<file path="src/rtl/lif_step_scheduler.sv">
// Timestep sequencer for the LIF neuron update unit: fetches operands,
// issues each neuron update, writes results back and emits spike events.
module lif_step_scheduler #(
  parameter int NUM_NEURONS = 16,
  parameter int ADDR_WIDTH  = 4,
  parameter int TIMEOUT     = 32
) (
  input  logic                  clk,
  input  logic                  rst,
  input  logic                  step_start,
  output logic                  busy,
  output logic                  step_done,
  output logic [15:0]           timestep,
  output logic                  error,
  output logic [ADDR_WIDTH-1:0] param_addr,
  input  logic [31:0]           param_bias,
  input  logic [31:0]           param_enc,
  output logic                  start_lif,
  output logic [31:0]           lif_bias,
  output logic [31:0]           lif_encoders,
  output logic [31:0]           lif_voltage_old,
  output logic [1:0]            lif_refractory_old,
  input  logic                  lif_spike_valid,
  input  logic [31:0]           lif_voltage_new,
  input  logic [1:0]            lif_refractory_new,
  input  logic                  lif_spike,
  output logic                  spike_out_valid,
  output logic [ADDR_WIDTH-1:0] spike_out_id,
  input  logic                  spike_out_ready
);

  localparam int CW = $clog2(TIMEOUT + 1);
  localparam logic [ADDR_WIDTH-1:0] LAST = ADDR_WIDTH'(NUM_NEURONS - 1);
  localparam logic [CW-1:0] TMAX = CW'(TIMEOUT - 1);

  typedef enum logic [3:0] {
    S_INIT, S_IDLE, S_FETCH, S_LOAD, S_ISSUE,
    S_WAIT, S_WRITE, S_EMIT, S_NEXT
  } state_e;

  state_e                state_q, state_d;
  logic [ADDR_WIDTH-1:0] idx_q, idx_d;
  logic [CW-1:0]         cnt_q, cnt_d;
  logic [31:0]           bias_q, bias_d;
  logic [31:0]           enc_q, enc_d;
  logic [31:0]           vold_q, vold_d;
  logic [1:0]            rold_q, rold_d;
  logic [33:0]           rd_q, rd_d;
  logic [31:0]           vnew_q, vnew_d;
  logic [1:0]            rnew_q, rnew_d;
  logic                  spk_q, spk_d;
  logic [15:0]           ts_q, ts_d;
  logic                  err_q, err_d;

  // Per-neuron state word: {voltage, refractory}
  logic [33:0] mem_q [NUM_NEURONS];
  logic        mem_we;
  logic [33:0] mem_wdata;

  always_comb begin
    state_d   = state_q;
    idx_d     = idx_q;
    cnt_d     = cnt_q;
    bias_d    = bias_q;
    enc_d     = enc_q;
    vold_d    = vold_q;
    rold_d    = rold_q;
    rd_d      = rd_q;
    vnew_d    = vnew_q;
    rnew_d    = rnew_q;
    spk_d     = spk_q;
    ts_d      = ts_q;
    err_d     = err_q;
    mem_we    = 1'b0;
    mem_wdata = '0;
    unique case (state_q)
      S_INIT: begin
        mem_we = 1'b1;
        if (idx_q == LAST) begin
          idx_d   = '0;
          state_d = S_IDLE;
        end else begin
          idx_d = idx_q + 1'b1;
        end
      end
      S_IDLE: begin
        if (step_start) begin
          idx_d   = '0;
          state_d = S_FETCH;
        end
      end
      S_FETCH: begin
        rd_d    = mem_q[idx_q];
        state_d = S_LOAD;
      end
      S_LOAD: begin
        bias_d  = param_bias;
        enc_d   = param_enc;
        vold_d  = rd_q[33:2];
        rold_d  = rd_q[1:0];
        state_d = S_ISSUE;
      end
      S_ISSUE: begin
        cnt_d   = '0;
        state_d = S_WAIT;
      end
      S_WAIT: begin
        if (lif_spike_valid) begin
          vnew_d  = lif_voltage_new;
          rnew_d  = lif_refractory_new;
          spk_d   = lif_spike;
          state_d = S_WRITE;
        end else if (cnt_q == TMAX) begin
          // Abandon this neuron: old state stays, no spike
          err_d   = 1'b1;
          state_d = S_NEXT;
        end else begin
          cnt_d = cnt_q + 1'b1;
        end
      end
      S_WRITE: begin
        mem_we    = 1'b1;
        mem_wdata = {vnew_q, rnew_q};
        state_d   = spk_q ? S_EMIT : S_NEXT;
      end
      S_EMIT: begin
        if (spike_out_ready) state_d = S_NEXT;
      end
      S_NEXT: begin
        if (idx_q == LAST) begin
          idx_d   = '0;
          ts_d    = ts_q + 16'd1;
          state_d = S_IDLE;
        end else begin
          idx_d   = idx_q + 1'b1;
          state_d = S_FETCH;
        end
      end
      default: state_d = S_INIT;
    endcase
  end

  always_ff @(posedge clk) begin
    if (rst) begin
      state_q <= S_INIT;
      idx_q   <= '0;
      cnt_q   <= '0;
      bias_q  <= '0;
      enc_q   <= '0;
      vold_q  <= '0;
      rold_q  <= '0;
      rd_q    <= '0;
      vnew_q  <= '0;
      rnew_q  <= '0;
      spk_q   <= 1'b0;
      ts_q    <= '0;
      err_q   <= 1'b0;
    end else begin
      state_q <= state_d;
      idx_q   <= idx_d;
      cnt_q   <= cnt_d;
      bias_q  <= bias_d;
      enc_q   <= enc_d;
      vold_q  <= vold_d;
      rold_q  <= rold_d;
      rd_q    <= rd_d;
      vnew_q  <= vnew_d;
      rnew_q  <= rnew_d;
      spk_q   <= spk_d;
      ts_q    <= ts_d;
      err_q   <= err_d;
    end
  end

  always_ff @(posedge clk) begin
    if (mem_we && !rst) mem_q[idx_q] <= mem_wdata;
  end

  assign busy               = (state_q != S_IDLE);
  assign step_done          = (state_q == S_NEXT) && (idx_q == LAST);
  assign timestep           = ts_q;
  assign error              = err_q;
  assign param_addr         = (state_q == S_FETCH) ? idx_q : '0;
  assign start_lif          = (state_q == S_ISSUE);
  assign lif_bias           = bias_q;
  assign lif_encoders       = enc_q;
  assign lif_voltage_old    = vold_q;
  assign lif_refractory_old = rold_q;
  assign spike_out_valid    = (state_q == S_EMIT);
  assign spike_out_id       = (state_q == S_EMIT) ? idx_q : '0;

endmodule

</file>
<file path="config.mk">
export PLATFORM = sky130hd
export DESIGN_NAME = lif_step_scheduler
export DESIGN_NICKNAME = d
export VERILOG_FILES = /design/src/rtl/lif_step_scheduler.sv
export SDC_FILE = /design/constraint.sdc
export NUM_CORES = 1
export LEC_CHECK = 0
export CAP_MARGIN = 20
export CORE_MARGIN = 4
export CORE_UTILIZATION = 50
export CTS_CLUSTER_SIZE = 14
export DETAILED_ROUTE_END_ITERATION = 8
export GPL_ROUTABILITY_DRIVEN = 1
export PLACE_DENSITY = 0.7
export SLEW_MARGIN = 20
export SYNTH_ARGS = -nofsm -noshare
export SYNTH_HDL_FRONTEND = slang
export SYNTH_SLANG_ARGS = --single-unit
</file>
<file path="constraint.sdc">
create_clock -name clk -period 4.77 [get_ports clk]
set_clock_uncertainty 0.05 [all_clocks]
set_input_delay 0.477 -clock clk [delete_from_list [all_inputs] [get_ports clk]]
set_output_delay 0.477 -clock clk [all_outputs]
set_load 0.1 [all_outputs]
</file>
==> results of run 1 <==
sequential cells by signal, summed over array words and instances, names as in the netlist:
register	cells
cnt_q	6
error	1
idx_q	4
lif_bias	32
lif_encoders	32
lif_refractory_old	2
lif_voltage_old	32
mem_q	544
rd_q	34
rnew_q	2
spk_q	1
state_q	4
timestep	16
vnew_q	32
power by group:
| part | switching, W | total, W | leakage, nW | internal (W) |
|---|---|---|---|---|
| sequential | 0.000233 | 0.00739 | 7.58 | 0.00716 |
| combinational | 0.00118 | 0.00208 | 2.81 | 0.000898 |
| clock | 0.00237 | 0.00596 | 1.24 | 0.00359 |
metrics by stage:
step	setup WS, ps	utilization (%)	std cells
2_1_floorplan	635.9	-	1926
3_3_place_gp	1591	56.40	2817
3_5_place_dp	1541	56.46	2818
4_1_cts	1031	60.99	2955
5_1_grt	876.0	60.99	2955
6_report	1048	60.99	2955
per-layer routing:
metal	track usage (%)	routed length [um]	up-vias
met1	31.05	28420	8690
met3	3.936	4983	120
li1	-	-	7719
met4	7.108	2000	0
met5	0	0	-
met2	38.18	34470	719
logic make-up after synthesis:
family                     after synthesis
xor gates and xnor gates                 4
AOI/OAI and AO/OA                      326
buffers and inverters                  133
and+or+nand+nor                        510
adders and majority gates                6
muxes                                  205
DFF                                    742
how the worst min path moves through the flow:
stage,to,slack (ps),cells after the start
2_1_floorplan,rnew_q[0],380,2
3_3_place_gp,vnew_q[13],390,2
3_5_place_dp,vnew_q[17],390,2
4_1_cts,lif_encoders[25],340,3
5_1_grt,vnew_q[13],340,3
6_report,vnew_q[13],370,3
Yosys cell counts, drive strengths merged (2+ instances only):
cell type    n  area [um2]
mux4        68        1531
nor3        13       65.06
nand3b       9       67.56
nand2b       8       50.05
inv          7       26.28
dfxtp      198        3964
nand4        6       43.79
and4         2       17.52
clkbuf      71       269.0
or4          2       15.01
o31ai        4       30.03
a22oi       35       262.8
or3b         3       26.28
a21oi      153       765.7
nor4b        3       47.54
or3         13       81.33
mux2i      137        1371
ha           6       75.07
nor2b        5       31.28
a211oi       3       22.52
and3         3       18.77
nor2       101       391.6
and2        42       262.8
edfxtp     544       16340
nand2      284        1066
nand3        9       45.04
xnor2        3       26.28
nor4         4       25.02
o21ai       15       75.07
a311oi      36       327.8
o22ai       68       425.4
a22o         2       17.52
buf         55       361.6
layout make-up:
cell class	instances	share of cell area [%]
clock buffer	98	6.196
clock inverter	39	1.245
tap	748	2.764
sequential	742	59.96
timing repair buffer	270	7.762
inverter	7	0.07759
multi-input combinational	1051	21.99
critical path: stages (launching register included):
cell	delay [ps]
dfxtp_1	740
nand2_1	270
nor2_1	270
and2_1	170
clkdlybuf4s50_1	1140
==> impl_metrics.tcl, run 1 <==
set metrics [dict create \
    synth-seq-cells 742 \
    ys.flop_type "edfxtp_1" \
    coreArea_mm2 0.05552 \
    ys_async_sr_fraction_pct 0 \
    min_from "lif_voltage_new[13]" \
    cp-end-kind "output port" \
    final_common_cell "edfxtp_1" \
    grt_max_degree 119 \
    reg2reg_to "mem_q[8][24]" \
    slew_viol_final 0 \
    synth_mux_area_share_pct 10.27 \
    regToRegSetupSlack_ps 1470 \
    status "complete, no violations" \
    netlist_area_mm2 0.02827 \
    reg2reg_from "state_q[2]" \
    mostFrequentLayoutCells "edfxtp_1, nand2_1, clkdlybuf4s50_1, dfxtp_1, a21oi_1" \
    peakVddDrop_mv 0.3491 \
    synth_cell_types 60 \
    die_area_mm2 0.06041 \
    fin_crit_ps 3722 \
    hold_violations 0 \
    ant_nets 0 \
    hold_buffers 0 \
    syn_to_final_growth_pct 19.80 \
    final_area_mm2 0.03387 \
    min_period_over_period_pct 78.03 \
    syn_area_per_cell_um2 14.68 \
    fmax_mhz 268.7 \
    initial_utilization_pct 50.91 \
    syn_inst 1926 \
    clockBufferDepth 3 \
    seq_area_frac_synth_pct 71.81 \
    synth_edf_count 544 \
    fp.dieW_um 245.8 \
    synth_top_family_by_area "multiplexers" \
    n_antenna_cell 0 \
    die_h_um 245.8 \
    ios 231 \
    wire_per_inst_um 23.65 \
    ff2ff_path_depth 5 \
    cap_violations 0 \
    grt_usage_pct 22.88 \
    power_density_mw_per_mm2 455.7 \
    total_power_w 0.01543 \
    syn_nets 2036 \
    critPathArrivalTime_ps 3200 \
    synth_fa_ha_area_share_pct 0.2656 \
    min_path_type "input port to flip-flop" \
    yosys.area_share.simple_pct 8.082 \
    slew_headroom_pct 25.35 \
    drtIter0Drc 1535 \
    via_count 17250 \
    required_ps 4240 \
    fill_cells 4171 \
    rsz0062_at_grt "false" \
    critical_path_peak_fanout 19 \
    cellLeakagePower_nw 11.63 \
    crit_type "flip-flop to output port" \
    cts_tree "done" \
    holdWs_ps 369.2 \
    post-cts-setup-buffers 0 \
    cts.sinks 742 \
    routabilityCongestion 0.7862 \
    startpoint "state_q[1]" \
    grt-ovfl-total 0 \
    drt_first_pass_iters 5 \
    cts_buffers 74 \
    synth_compound_area_share_pct 7.126 \
    num-nets-final 2256 \
    cts-htree-levels 3 \
    dp_hpwl_mm 40.92 \
    placed_area_mm2 0.03135 \
    ys.warnings.count 0 \
    post_drt_via_cell_ratio 5.837 \
    tightest_slew_ps 1120 \
    ctsResizeCount 0 \
    remaining_drc_errors 0 \
    multi_input_comb_area_mm2 0.007448 \
    crit_end "spike_out_id[3]" \
    rows 86 \
    synthXorXnorAreaFrac_pct 0.1239 \
    io_buffers 230 \
    worstSkewPairLatency_ps 610 \
    clkTransAtPathRegs_ps 60 \
    finalSetupTns_ps 0 \
    start_kind "flip-flop" \
    drt-total-wl_mm 69.88 \
    grt_pass1_vias 17150 \
    drive_gt1_share_pct 11.60 \
    cts_root_buf "clkbuf_16" \
    antenna_found_initial 0 \
    grt_pass1_wl_mm 105.0 \
    setup_violations 0 \
    register_area_mm2 0.02031 \
]
Power figures use the tool's default switching activity.
==> inputs of run 2 (changes only) <==
Settings changed: PLACE_DENSITY 0.7 to 0.73.
Clock period 4.77 ns to 3.38 ns, I/O delays scaled along.
==> run 2 against run 1 <==
Worst setup slack worse by 670 ps; critical path depth did not move; utilization up 0.41 points; die area unchanged; register-to-register slack got worse by 1000 ps; combinational power grew 44%; sequential power increased by 41%; wire length decreased by 2.4%; critical path type unchanged.
==> impl_metrics.tcl, run 2 (synthesized netlist as in run 1, its figures left out) <==
set metrics [dict create \
    status "complete, no violations" \
    wire_per_inst_um 22.98 \
    tightest_slew_ps 1068 \
    io_buffers 230 \
    dp_hpwl_mm 41.83 \
    drt_first_pass_iters 5 \
    drt-total-wl_mm 68.22 \
    cts_root_buf "clkbuf_16" \
    reg_top3 "mem_q (544), rd_q (34)" \
    fin_crit_ps 3003 \
    slew_headroom_pct 28.56 \
    clkTransAtPathRegs_ps 60 \
    required_ps 2990 \
    fp.dieW_um 245.8 \
    total_power_w 0.02165 \
    post_drt_via_cell_ratio 5.786 \
    final_common_cell "edfxtp_1" \
    critical_path_peak_fanout 34 \
    holdWs_ps 87.65 \
    clockBufferDepth 3 \
    final_cells 2969 \
    ant_nets 0 \
    top_register "mem_q" \
    fmax_mhz 333.0 \
    min_period_over_period_pct 88.85 \
    worstSkewPairLatency_ps 600 \
    drive_gt1_share_pct 12.52 \
    largest_reg_flops 544 \
    grt-ovfl-total 0 \
    mostFrequentLayoutCells "edfxtp_1, nand2_1, clkdlybuf4s50_1, dfxtp_1, a21oi_1" \
    cap_violations 0 \
    crit_type "flip-flop to output port" \
    syn_to_final_growth_pct 20.62 \
    rsz0062_at_grt "false" \
    regToRegSetupSlack_ps 450 \
    critPathArrivalTime_ps 2620 \
    start_kind "flip-flop" \
    min_path_type "input port to flip-flop" \
    reg2reg_from "state_q[2]" \
    grt_pass1_vias 17410 \
    ctsResizeCount 0 \
    slew_viol_final 0 \
    setup_violations 0 \
    cts_tree "done" \
    final_area_mm2 0.03410 \
    grt_pass1_wl_mm 103.1 \
    rows 86 \
    post-cts-setup-buffers 0 \
    hold_violations 0 \
    n_antenna_cell 0 \
    ff2ff_path_depth 5 \
    placed_area_mm2 0.03163 \
    dp.cells 2832 \
    reg2reg_to "mem_q[12][9]" \
    finalSetupTns_ps 0 \
    cts-htree-levels 3 \
    cts_buffers 74 \
    drtIter0Drc 1551 \
    grt_usage_pct 22.38 \
    coreArea_mm2 0.05552 \
    ios 231 \
    cellLeakagePower_nw 11.69 \
    die_h_um 245.8 \
    die_area_mm2 0.06041 \
    via_count 17180 \
    antenna_found_initial 0 \
    remaining_drc_errors 0 \
    crit_end "step_done" \
    num-nets-final 2270 \
    grt_max_degree 100 \
    initial_utilization_pct 50.91 \
    hold_buffers 0 \
    cts.sinks 742 \
    cp-end-kind "output port" \
    startpoint "idx_q[1]" \
    routabilityCongestion 0.8381 \
    peakVddDrop_mv 0.6314 \
    power_density_mw_per_mm2 634.9 \
]
## run 2: changes by cell type in the layout (fill, tap and decap cells not counted), sizes merged
cell / delta
clkinvlp: +2
inv: +2
buf: +23
clkinv: -2
clkdlybuf4s50: -9
clkbuf: -2
## run 2: where the power goes
group / internal [W] / switching (W) / leakage, nW / total (W)
sequential: 0.0101 / 0.000271 / 7.58 / 0.0104
combinational: 0.00131 / 0.00169 / 2.91 / 0.00300
clock: 0.00490 / 0.00337 / 1.20 / 0.00827
total: 0.0163 / 0.00533 / 11.7 / 0.0216
## run 2: routing by layer
layer | track usage (%) | vias up | wire length, um | share of wire, %
met5 | 0 | - | 0 | 0
met2 | 37.51 | 690 | 33830 | 50
met3 | 4.438 | 128 | 5163 | 7.6
met4 | 7.342 | 0 | 2234 | 3.3
met1 | 29.66 | 8615 | 26990 | 40
li1 | - | 7745 | - | -
## run 2: how the worst min path moves through the flow
stage	endpoint	cells after the start	start	slack, ps
floorplan	rnew_q[0]	2	rnew_q[0]	380
global placement	vnew_q[11]	2	vnew_q[11]	390
detailed placement	vnew_q[0]	2	vnew_q[0]	390
CTS	error	2	rst	70
global route	error	2	rst	80
finish	error	2	rst	90
## run 2: per-stage QoR
stage          setup slack [ps]  util (%)
5_1_grt                   262.4     61.41
4_1_cts                   373.6     61.41
2_1_floorplan            -154.0         -
6_report                  376.7     61.41
3_5_place_dp              487.7     56.97
3_3_place_gp              562.7     56.97
## run 2: critical path, stage by stage (launching register included)
cell and delay, ps:
dfxtp_4 690, ha_1 370, and3_1 380, and2_0 360
buf_12 220
## run 2: area by class of cell
type                            count  area (um2)
Clock buffer                       96        2006
Clock inverter                     41       461.7
Tap cell                          748       935.9
Fill cell                        4090       21430
Sequential cell                   742       20310
Timing Repair Buffer              284        2879
Inverter                            7       26.28
Multi-Input combinational cell   1051        7481
